File: config.mk
export PLATFORM = sky130hd
export DESIGN_NAME = cdb_arbiter
export DESIGN_NICKNAME = d
export VERILOG_FILES = /design/src/rtl/cdb_arbiter_pkg.sv /design/src/rtl/cdb_arbiter_rr_pick4.sv /design/src/rtl/cdb_arbiter.sv
export SDC_FILE = /design/constraint.sdc
export NUM_CORES = 1
export LEC_CHECK = 0
export BUFFER_PORTS_ARGS = -buffer_cell sky130_fd_sc_hd__buf_2
export CAP_MARGIN = 25
export CELL_PAD_IN_SITES_DETAIL_PLACEMENT = 1
export CELL_PAD_IN_SITES_GLOBAL_PLACEMENT = 1
export CORE_ASPECT_RATIO = 1.4
export CORE_MARGIN = 2
export CORE_UTILIZATION = 45
export DETAILED_ROUTE_END_ITERATION = 10
export PLACE_DENSITY_LB_ADDON = 0.1
export SLEW_MARGIN = 10
export SYNTH_ARGS = -nofsm -noshare
export SYNTH_HDL_FRONTEND = slang
export SYNTH_SLANG_ARGS = --single-unit
File: constraint.sdc
create_clock -name clock -period 20.1 [get_ports clock]
set_clock_uncertainty 0.2 [all_clocks]
set_input_delay 0 -clock clock [delete_from_list [all_inputs] [get_ports clock]]
set_output_delay 0 -clock clock [all_outputs]
set_load 0.01 [all_outputs]
File: src/rtl/cdb_arbiter_pkg.sv
// Shared definitions for the common-data-bus arbiter.
// Holds the CDB lane count, tag widths, FU requester ordering and the lane payload struct.
`ifndef CDB_WIDTH
`define CDB_WIDTH 4
`endif

package cdb_arbiter_pkg;

  localparam int unsigned NUM_REQ   = 6;
  localparam int unsigned CDB_WIDTH = `CDB_WIDTH;
  localparam int unsigned PR_WIDTH  = 7;
  localparam int unsigned AR_WIDTH  = 5;

  // Index of a requester, and a count of granted lanes (0..CDB_WIDTH)
  localparam int unsigned IDX_W = $clog2(NUM_REQ);
  localparam int unsigned CNT_W = $clog2(CDB_WIDTH + 1);

  // Requester slot assignment; the position fixes the bit in fu_req_valid/fu_grant
  typedef enum logic [IDX_W-1:0] {
    FU_ALU0 = 3'd0,
    FU_ALU1 = 3'd1,
    FU_MULT = 3'd2,
    FU_LDST = 3'd3,
    FU_STD  = 3'd4,
    FU_BR   = 3'd5
  } fu_id_e;

  // One CDB lane payload
  typedef struct packed {
    logic                valid;
    logic [PR_WIDTH-1:0] pr_tag;
    logic [AR_WIDTH-1:0] ar_tag;
  } cdb_lane_t;

  // Next requester index, wrapping at NUM_REQ
  function automatic logic [IDX_W-1:0] idx_inc(input logic [IDX_W-1:0] idx);
    if (idx == IDX_W'(NUM_REQ - 1)) begin
      return '0;
    end
    return idx + IDX_W'(1);
  endfunction

endpackage

File: src/rtl/cdb_arbiter_rr_pick4.sv
// rr_pick4: combinational round-robin selector.
// Scans req starting at index 'start' (wrapping), grants the first CDB_WIDTH set bits.
// Ports:
//   req      - request vector, one bit per FU
//   start    - highest-priority index (must be < NUM_REQ)
//   grant    - one-hot-per-FU grant vector
//   lane_idx - FU index placed on each lane, in priority order
//   lane_vld - lane k carries a granted FU
module rr_pick4
  import cdb_arbiter_pkg::*;
(
  input  logic [NUM_REQ-1:0]                  req,
  input  logic [IDX_W-1:0]                    start,
  output logic [NUM_REQ-1:0]                  grant,
  output logic [CDB_WIDTH-1:0][IDX_W-1:0]     lane_idx,
  output logic [CDB_WIDTH-1:0]                lane_vld
);

  logic [CNT_W-1:0] cnt;
  logic [IDX_W:0]   sum;
  logic [IDX_W-1:0] idx;

  // Walk the rotated order; the k-th hit lands on lane k
  always_comb begin
    grant    = '0;
    lane_idx = '0;
    lane_vld = '0;
    cnt      = '0;
    sum      = '0;
    idx      = '0;
    for (int off = 0; off < NUM_REQ; off++) begin
      sum = {1'b0, start} + (IDX_W + 1)'(off);
      if (sum >= (IDX_W + 1)'(NUM_REQ)) begin
        sum = sum - (IDX_W + 1)'(NUM_REQ);
      end
      idx = sum[IDX_W-1:0];
      if (req[idx] && (cnt < CNT_W'(CDB_WIDTH))) begin
        grant[idx] = 1'b1;
        for (int k = 0; k < CDB_WIDTH; k++) begin
          if (cnt == CNT_W'(k)) begin
            lane_idx[k] = idx;
            lane_vld[k] = 1'b1;
          end
        end
        cnt = cnt + CNT_W'(1);
      end
    end
  end

endmodule

File: src/rtl/cdb_arbiter.sv
// cdb_arbiter: shares the CDB lanes among completing functional units.
// Grants up to CDB_WIDTH requesters per cycle in round-robin order and registers
// their PR/AR tags onto the CDB lanes one cycle later.
// Ports:
//   clock, reset      - rising-edge clock, asynchronous active-low reset
//   recover           - mispredict recovery: no grants, next broadcast squashed, pointer cleared
//   fu_req_valid      - per-FU completion request
//   fu_req_pr_tag     - packed PR tags, FU i at [i*PR_WIDTH +: PR_WIDTH]
//   fu_req_ar_tag     - packed AR tags, FU i at [i*AR_WIDTH +: AR_WIDTH]
//   fu_grant          - combinational grant, same cycle as the request
//   cdb_broadcast     - registered lane-valid bits
//   cdb_pr_tag0..3    - registered lane PR tags (0 on invalid lanes)
//   cdb_ar_tag0..3    - registered lane AR tags (0 on invalid lanes)
module cdb_arbiter
  import cdb_arbiter_pkg::*;
(
  input  logic                         clock,
  input  logic                         reset,
  input  logic                         recover,
  input  logic [NUM_REQ-1:0]           fu_req_valid,
  input  logic [NUM_REQ*PR_WIDTH-1:0]  fu_req_pr_tag,
  input  logic [NUM_REQ*AR_WIDTH-1:0]  fu_req_ar_tag,
  output logic [NUM_REQ-1:0]           fu_grant,
  output logic [CDB_WIDTH-1:0]         cdb_broadcast,
  output logic [PR_WIDTH-1:0]          cdb_pr_tag0,
  output logic [PR_WIDTH-1:0]          cdb_pr_tag1,
  output logic [PR_WIDTH-1:0]          cdb_pr_tag2,
  output logic [PR_WIDTH-1:0]          cdb_pr_tag3,
  output logic [AR_WIDTH-1:0]          cdb_ar_tag0,
  output logic [AR_WIDTH-1:0]          cdb_ar_tag1,
  output logic [AR_WIDTH-1:0]          cdb_ar_tag2,
  output logic [AR_WIDTH-1:0]          cdb_ar_tag3
);

  logic [IDX_W-1:0]                rr_ptr;
  logic [IDX_W-1:0]                rr_ptr_d;
  logic [NUM_REQ-1:0]              pick_grant;
  logic [CDB_WIDTH-1:0][IDX_W-1:0] lane_idx;
  logic [CDB_WIDTH-1:0]            lane_vld;
  cdb_lane_t [CDB_WIDTH-1:0]       lane_q;
  cdb_lane_t [CDB_WIDTH-1:0]       lane_d;

  // Priority selection starting at rr_ptr
  rr_pick4 u_pick (
    .req      (fu_req_valid),
    .start    (rr_ptr),
    .grant    (pick_grant),
    .lane_idx (lane_idx),
    .lane_vld (lane_vld)
  );

  // Grants are suppressed during reset and recovery
  assign fu_grant = (reset && !recover) ? pick_grant : '0;

  // Lane payload mux: copy the selected FU's tags, zero for unused lanes
  always_comb begin
    lane_d = '0;
    for (int k = 0; k < CDB_WIDTH; k++) begin
      if (lane_vld[k] && !recover) begin
        lane_d[k].valid = 1'b1;
        for (int i = 0; i < NUM_REQ; i++) begin
          if (lane_idx[k] == IDX_W'(i)) begin
            lane_d[k].pr_tag = fu_req_pr_tag[i*PR_WIDTH +: PR_WIDTH];
            lane_d[k].ar_tag = fu_req_ar_tag[i*AR_WIDTH +: AR_WIDTH];
          end
        end
      end
    end
  end

  // Pointer moves past the last granted FU (highest used lane); holds when idle
  always_comb begin
    rr_ptr_d = rr_ptr;
    if (recover) begin
      rr_ptr_d = '0;
    end else begin
      for (int k = 0; k < CDB_WIDTH; k++) begin
        if (lane_vld[k]) begin
          rr_ptr_d = idx_inc(lane_idx[k]);
        end
      end
    end
  end

  // Lane registers and round-robin pointer
  always_ff @(posedge clock or negedge reset) begin
    if (!reset) begin
      lane_q <= '0;
      rr_ptr <= '0;
    end else begin
      lane_q <= lane_d;
      rr_ptr <= rr_ptr_d;
    end
  end

  always_comb begin
    for (int k = 0; k < CDB_WIDTH; k++) begin
      cdb_broadcast[k] = lane_q[k].valid;
    end
  end

  assign cdb_pr_tag0 = lane_q[0].pr_tag;
  assign cdb_pr_tag1 = lane_q[1].pr_tag;
  assign cdb_pr_tag2 = lane_q[2].pr_tag;
  assign cdb_pr_tag3 = lane_q[3].pr_tag;
  assign cdb_ar_tag0 = lane_q[0].ar_tag;
  assign cdb_ar_tag1 = lane_q[1].ar_tag;
  assign cdb_ar_tag2 = lane_q[2].ar_tag;
  assign cdb_ar_tag3 = lane_q[3].ar_tag;

endmodule

# After elaboration in Yosys (flattened, before gate mapping)
# Cells that the tools add are included.
# classes
n_reduce_logical	27
eq_ne	35
bitwise_logic	5
mux	147
order_cmp	23
add_sub_neg	19
# op_table
op	count
2-to-1 mux 12 bit	29
2-to-1 mux 3 bit	44
2-to-1 mux 13 bit	4
equality test 3 x 2 -> 1 bit (second input constant)	16
2-to-1 mux 1 bit	46
2-to-1 mux 6 bit	7
bitwise OR 6 bit	5
logical NOT 3 bit	9
equality test 3 x 1 -> 1 bit (second input constant)	8
equality test 3 bit (second input constant)	8
< comparator 3 x 4 -> 1 bit (second input constant)	6
adder 3 x 1 -> 3 bit (second input constant)	7
>= comparator 4 x 3 -> 1 bit (second input constant)	5
2-to-1 mux 4 bit	5
binary-select mux 1 bit (select 3 bit)	6
demux 1 bit (select 3 bit)	6
>= comparator 3 x 1 -> 1 bit (second input constant)	6
subtractor 3 bit (second input constant)	6
logical AND 1 bit	16
< comparator 3 bit (second input constant)	4
adder 3 x 2 -> 4 bit (second input constant)	2
adder 3 x 3 -> 4 bit (second input constant)	2
nonzero test 5 bit	1
adder 3 x 1 -> 4 bit (second input constant)	1
6 further kinds	7
# totals
wordCells	269
out_inout_bits	58
ff_bits	55
in_bits	81

# Longest topological paths before layout
# logic_depth
ltp_word	30
depth_mapped	36
ltp_nobuf	27

# Hierarchy
# From an unflattened synthesis, not the netlist that was laid out.
# unflattened
cells_unflattened	854
area_unflattened_um2	7100.6
# by_module_without_submodules
module	cells_per_inst	n_inst	seq_area_each_um2	area_per_inst_um2
cdb_arbiter	567	1	1376.3	4996.0
rr_pick4	287	1	0.0	2104.5

# Worst setup path after synthesis
# No wires, ideal clock.
# synth_path
path_type	register to register
from	register rr_ptr[0]
to	register lane_q, in the netlist cdb_ar_tag1[4]
n_path_buf	8
period_less_slack_ns	7.112
setup_time_ns	0.126
arrival_time_ns	6.786
required_ns	19.774
path_slack_ns	12.988
stages_incl_launch_ff	33
cell_sequence	dfrtp_1 -> buf_6 -> buf_2 -> clkinv_1 -> ha_1 -> buf_2 -> buf_1 -> a211o_1 -> mux2i_1 -> a21oi_1 -> nand2_1 -> inv_1 -> fa_1 -> inv_1 -> ha_1 -> inv_1 -> nand4_1 -> and2_1 -> ha_1 -> ha_1 -> inv_1 -> a2111oi_4 -> buf_2 -> o211a_1 -> o211a_1 -> buf_2 -> buf_2 -> and2_1 -> ha_1 -> clkbuf_1 -> nor3b_1 -> a31oi_1 -> o311a_1
# synth_rtl
item	line_no	text
start, declared	cdb_arbiter.sv:35	logic [IDX_W-1:0] rr_ptr;
start signal, assigned	cdb_arbiter.sv:92	rr_ptr <= rr_ptr_d;
end signal, assigned	cdb_arbiter.sv:91	lane_q <= lane_d;
end, declared	cdb_arbiter.sv:40	cdb_lane_t [CDB_WIDTH-1:0] lane_q;

==> metrics.txt <==
reg2reg start=rr_ptr[0]; Die H=151 um; met1 Resource Use GR=38.9%; crit path DAT=9760 ps; die area=16400 um2; Yosys top cell area share=19.9%; crit-path max FO=42; outcome=completed; first-pass GRT wire length=50300 um; synth top area cells=dfrtp_1 20%, mux2i_1 7.5%, nand2_1 5.8%; CTS tree=done; Post-Layout Cell Count=1216; Final Hold Viols=0; total core area=15100 um2; Fin Setup TNS=0 ps; post-synthesis area per instance=7.92 um2; dpl hpwl=24900 um; largest net degree at the start of global routing=57; synth warn=0; ANT cells=0; Initial DRC Count=702; Global Route Usage Sum=41.3%; Reg2Reg Setup Slack=10330 ps; fmax=0.102 GHz; grt met3 use=6.28%; Synth area leader=dfrtp_1; grt peak-use layer=met2; Synth-to-Final Area Change=22.4%; met2 GRT Util=74.8%; Slew Viols, Final=0; reg2reg end=cdb_ar_tag1[4]; Vias=8474; Synth Flop Type=dfrtp_1; Synth Cell Area=6910 um2; vias per inst=6.97; Inserted Clock Buffers=5; Hold Crit Start=fu_req_pr_tag[17]; CP required=20090 ps; clock-pin slew on the worst setup and hold paths=70 ps; starting density of the core=45.9%; hold endpoint=cdb_pr_tag3[3]; TritonCTS sink count=55; RSZ-0062 raised after global routing=false; Post-Syn Nets=981; Clock Path Buffers=2; DR pass1 iterations=5; Setup Fix Bufs, Post-CTS=0; H-tree depth=2; drt total wl=34300 um; GR Overflow Total=0; commonest non-fill, non-tap cell in the layout=buf_2; Final setup viols=0; CP max stage delay=700 ps; PortBufs=138; post-synthesis cell count=872; die width=109 um; ys async rst share=100%; sequential element share of the synthesized area=19.9%; commonest non-fill, non-tap cells in the layout=138 x buf_2, 107 x nand2_1, 63 x o21ai_0; cell count after placement=1140; initial antenna violation count=2; Std-Cell Rows=53; fin nets=1132; r2r worst-path depth=30; DR DRC count=0; Max-Cap Viols=0; RePlAce Congestion=1.05; Cell variety after synth=88; Crit-path slowest cell=ha_1; fin crit period=9770 ps; Routed Antenna Nets=0; crit end category=flop; Post-synth EDFFs=0; Rel. slew slack=25.1%; Tightest Hold Check Type=in -> reg; IO Pins=139; later-pin clock latency in the skew report=300 ps; vias in the first global route=8705; Worst Hold Depth=4; Startpoint Class=flop; most numerous cell on the critical path=ha_1; crit path kind=reg -> reg; Period Utilization, post-route=48.6%; layout cells sized above 1=22.9%; wire per inst=28.2 um; Worst-Margin Slew=1120 ps; root buf cell=clkbuf_16; synthesis-stage register bit count=55
[Yosys cell counts (all sizes together) (3+ instances only)]
| cell type | n |
|---|---|
| nand3 | 18 |
| o41ai | 3 |
| a31o | 6 |
| nor2 | 40 |
| inv | 37 |
| o22a | 4 |
| a2bb2oi | 7 |
| xnor2 | 4 |
| nand4 | 9 |
| ha | 27 |
| buf | 37 |
| mux2i | 55 |
| a22oi | 8 |
| a21o | 9 |
| o311a | 12 |
| a211oi | 15 |
| nand2b | 12 |
| o31ai | 4 |
| o221ai | 3 |
| o211a | 5 |
| o21ai | 69 |
| mux2 | 38 |
| nor3b | 36 |
| a31oi | 34 |
| nor4 | 16 |
| o22ai | 16 |
| and2 | 10 |
| and3 | 22 |
| nand2 | 107 |
| clkbuf | 31 |
| nor3 | 10 |
| a32oi | 3 |
| nor2b | 3 |
| o211ai | 22 |
| a211o | 4 |
| o2111ai | 6 |
| a32o | 7 |
| dfrtp | 55 |
| or2 | 4 |
| a21oi | 38 |
[kinds of logic after synthesis]
family	synth area share [%]
adders and majority gates	5.18
DFF	19.9
and+or+nand+nor	21.8
AOI/OAI and AO/OA	30.5
buffers and inverters	7.17
xor gates and xnor gates	0.869
muxes	14.6
[final cells by class]
class	instances	area, um2
flip-flops and latches	55	1380
repair buffers	212	1470
inverters	38	143
clock inverters	2	35.0
clock buffers	6	139
multi-input cells	711	5060
fillers	1875	6590
well taps	192	240
[worst max path at each step]
| stage | from | end | slack (ps) | cells past startpoint |
|---|---|---|---|---|
| finish | rr_ptr[0] | cdb_ar_tag1[4] | 10330 | 30 |
| global placement | rr_ptr[0] | cdb_pr_tag1[5] | 11610 | 26 |
| floorplan | rr_ptr[0] | cdb_ar_tag1[4] | 12990 | 32 |
| global route | rr_ptr[0] | cdb_ar_tag1[4] | 9980 | 30 |
| detailed placement | rr_ptr[0] | cdb_pr_tag1[4] | 11160 | 26 |
| CTS | rr_ptr[0] | cdb_ar_tag1[4] | 10000 | 28 |
[timing repair]
item | in CTS | in global routing
setup endpoints to repair | 0 | 0
resized for setup | 0 | 0
hold buffers | 62 | 0
hold endpoints to repair | 94 | 0
[flip-flops by register name, indices dropped and copies added (netlist names)]
| register | flops |
|---|---|
| cdb_pr_tag0 | 7 |
| cdb_pr_tag1 | 7 |
| cdb_pr_tag2 | 7 |
| cdb_pr_tag3 | 7 |
| cdb_ar_tag0 | 5 |
| cdb_ar_tag1 | 5 |
| cdb_ar_tag2 | 5 |
| cdb_ar_tag3 | 5 |
| cdb_broadcast | 4 |
| rr_ptr | 3 |
[layer usage]
| layer | vias up | part of all wire, % |
|---|---|---|
| li1 | 3590 | - |
| met1 | 4127 | 32 |
| met2 | 527 | 50 |
| met3 | 226 | 6.2 |
| met4 | 4 | 12 |
| met5 | - | 0.052 |
[critical path, delay by kind of cell (launching register included)]
family	cells	cell delay (ps)
compound gates	8	2660
fa+ha+maj	6	2150
simple gates	6	1350
xor+xnor	1	260
flops	1	350
buf+inv	9	2660
[per-stage QoR]
| stage | util, % | worst slack, ps | area, um2 | hold slack (ps) |
|---|---|---|---|---|
| 3_5_place_dp | 50.3 | 11160 | 7570 | -10.1 |
| 4_1_cts | 55.6 | 10000 | 8360 | 0.274 |
| 2_1_floorplan | - | 12990 | 6910 | -496 |
| 6_report | 56.2 | 10330 | 8460 | 21.7 |
| 3_3_place_gp | 50.0 | 11610 | 7530 | -27.4 |
| 5_1_grt | 56.2 | 9980 | 8460 | 40.4 |
Power is left out: the tool's default activity adds up to more than one toggle a clock period on the data nets, which glitch-free logic cannot reach.
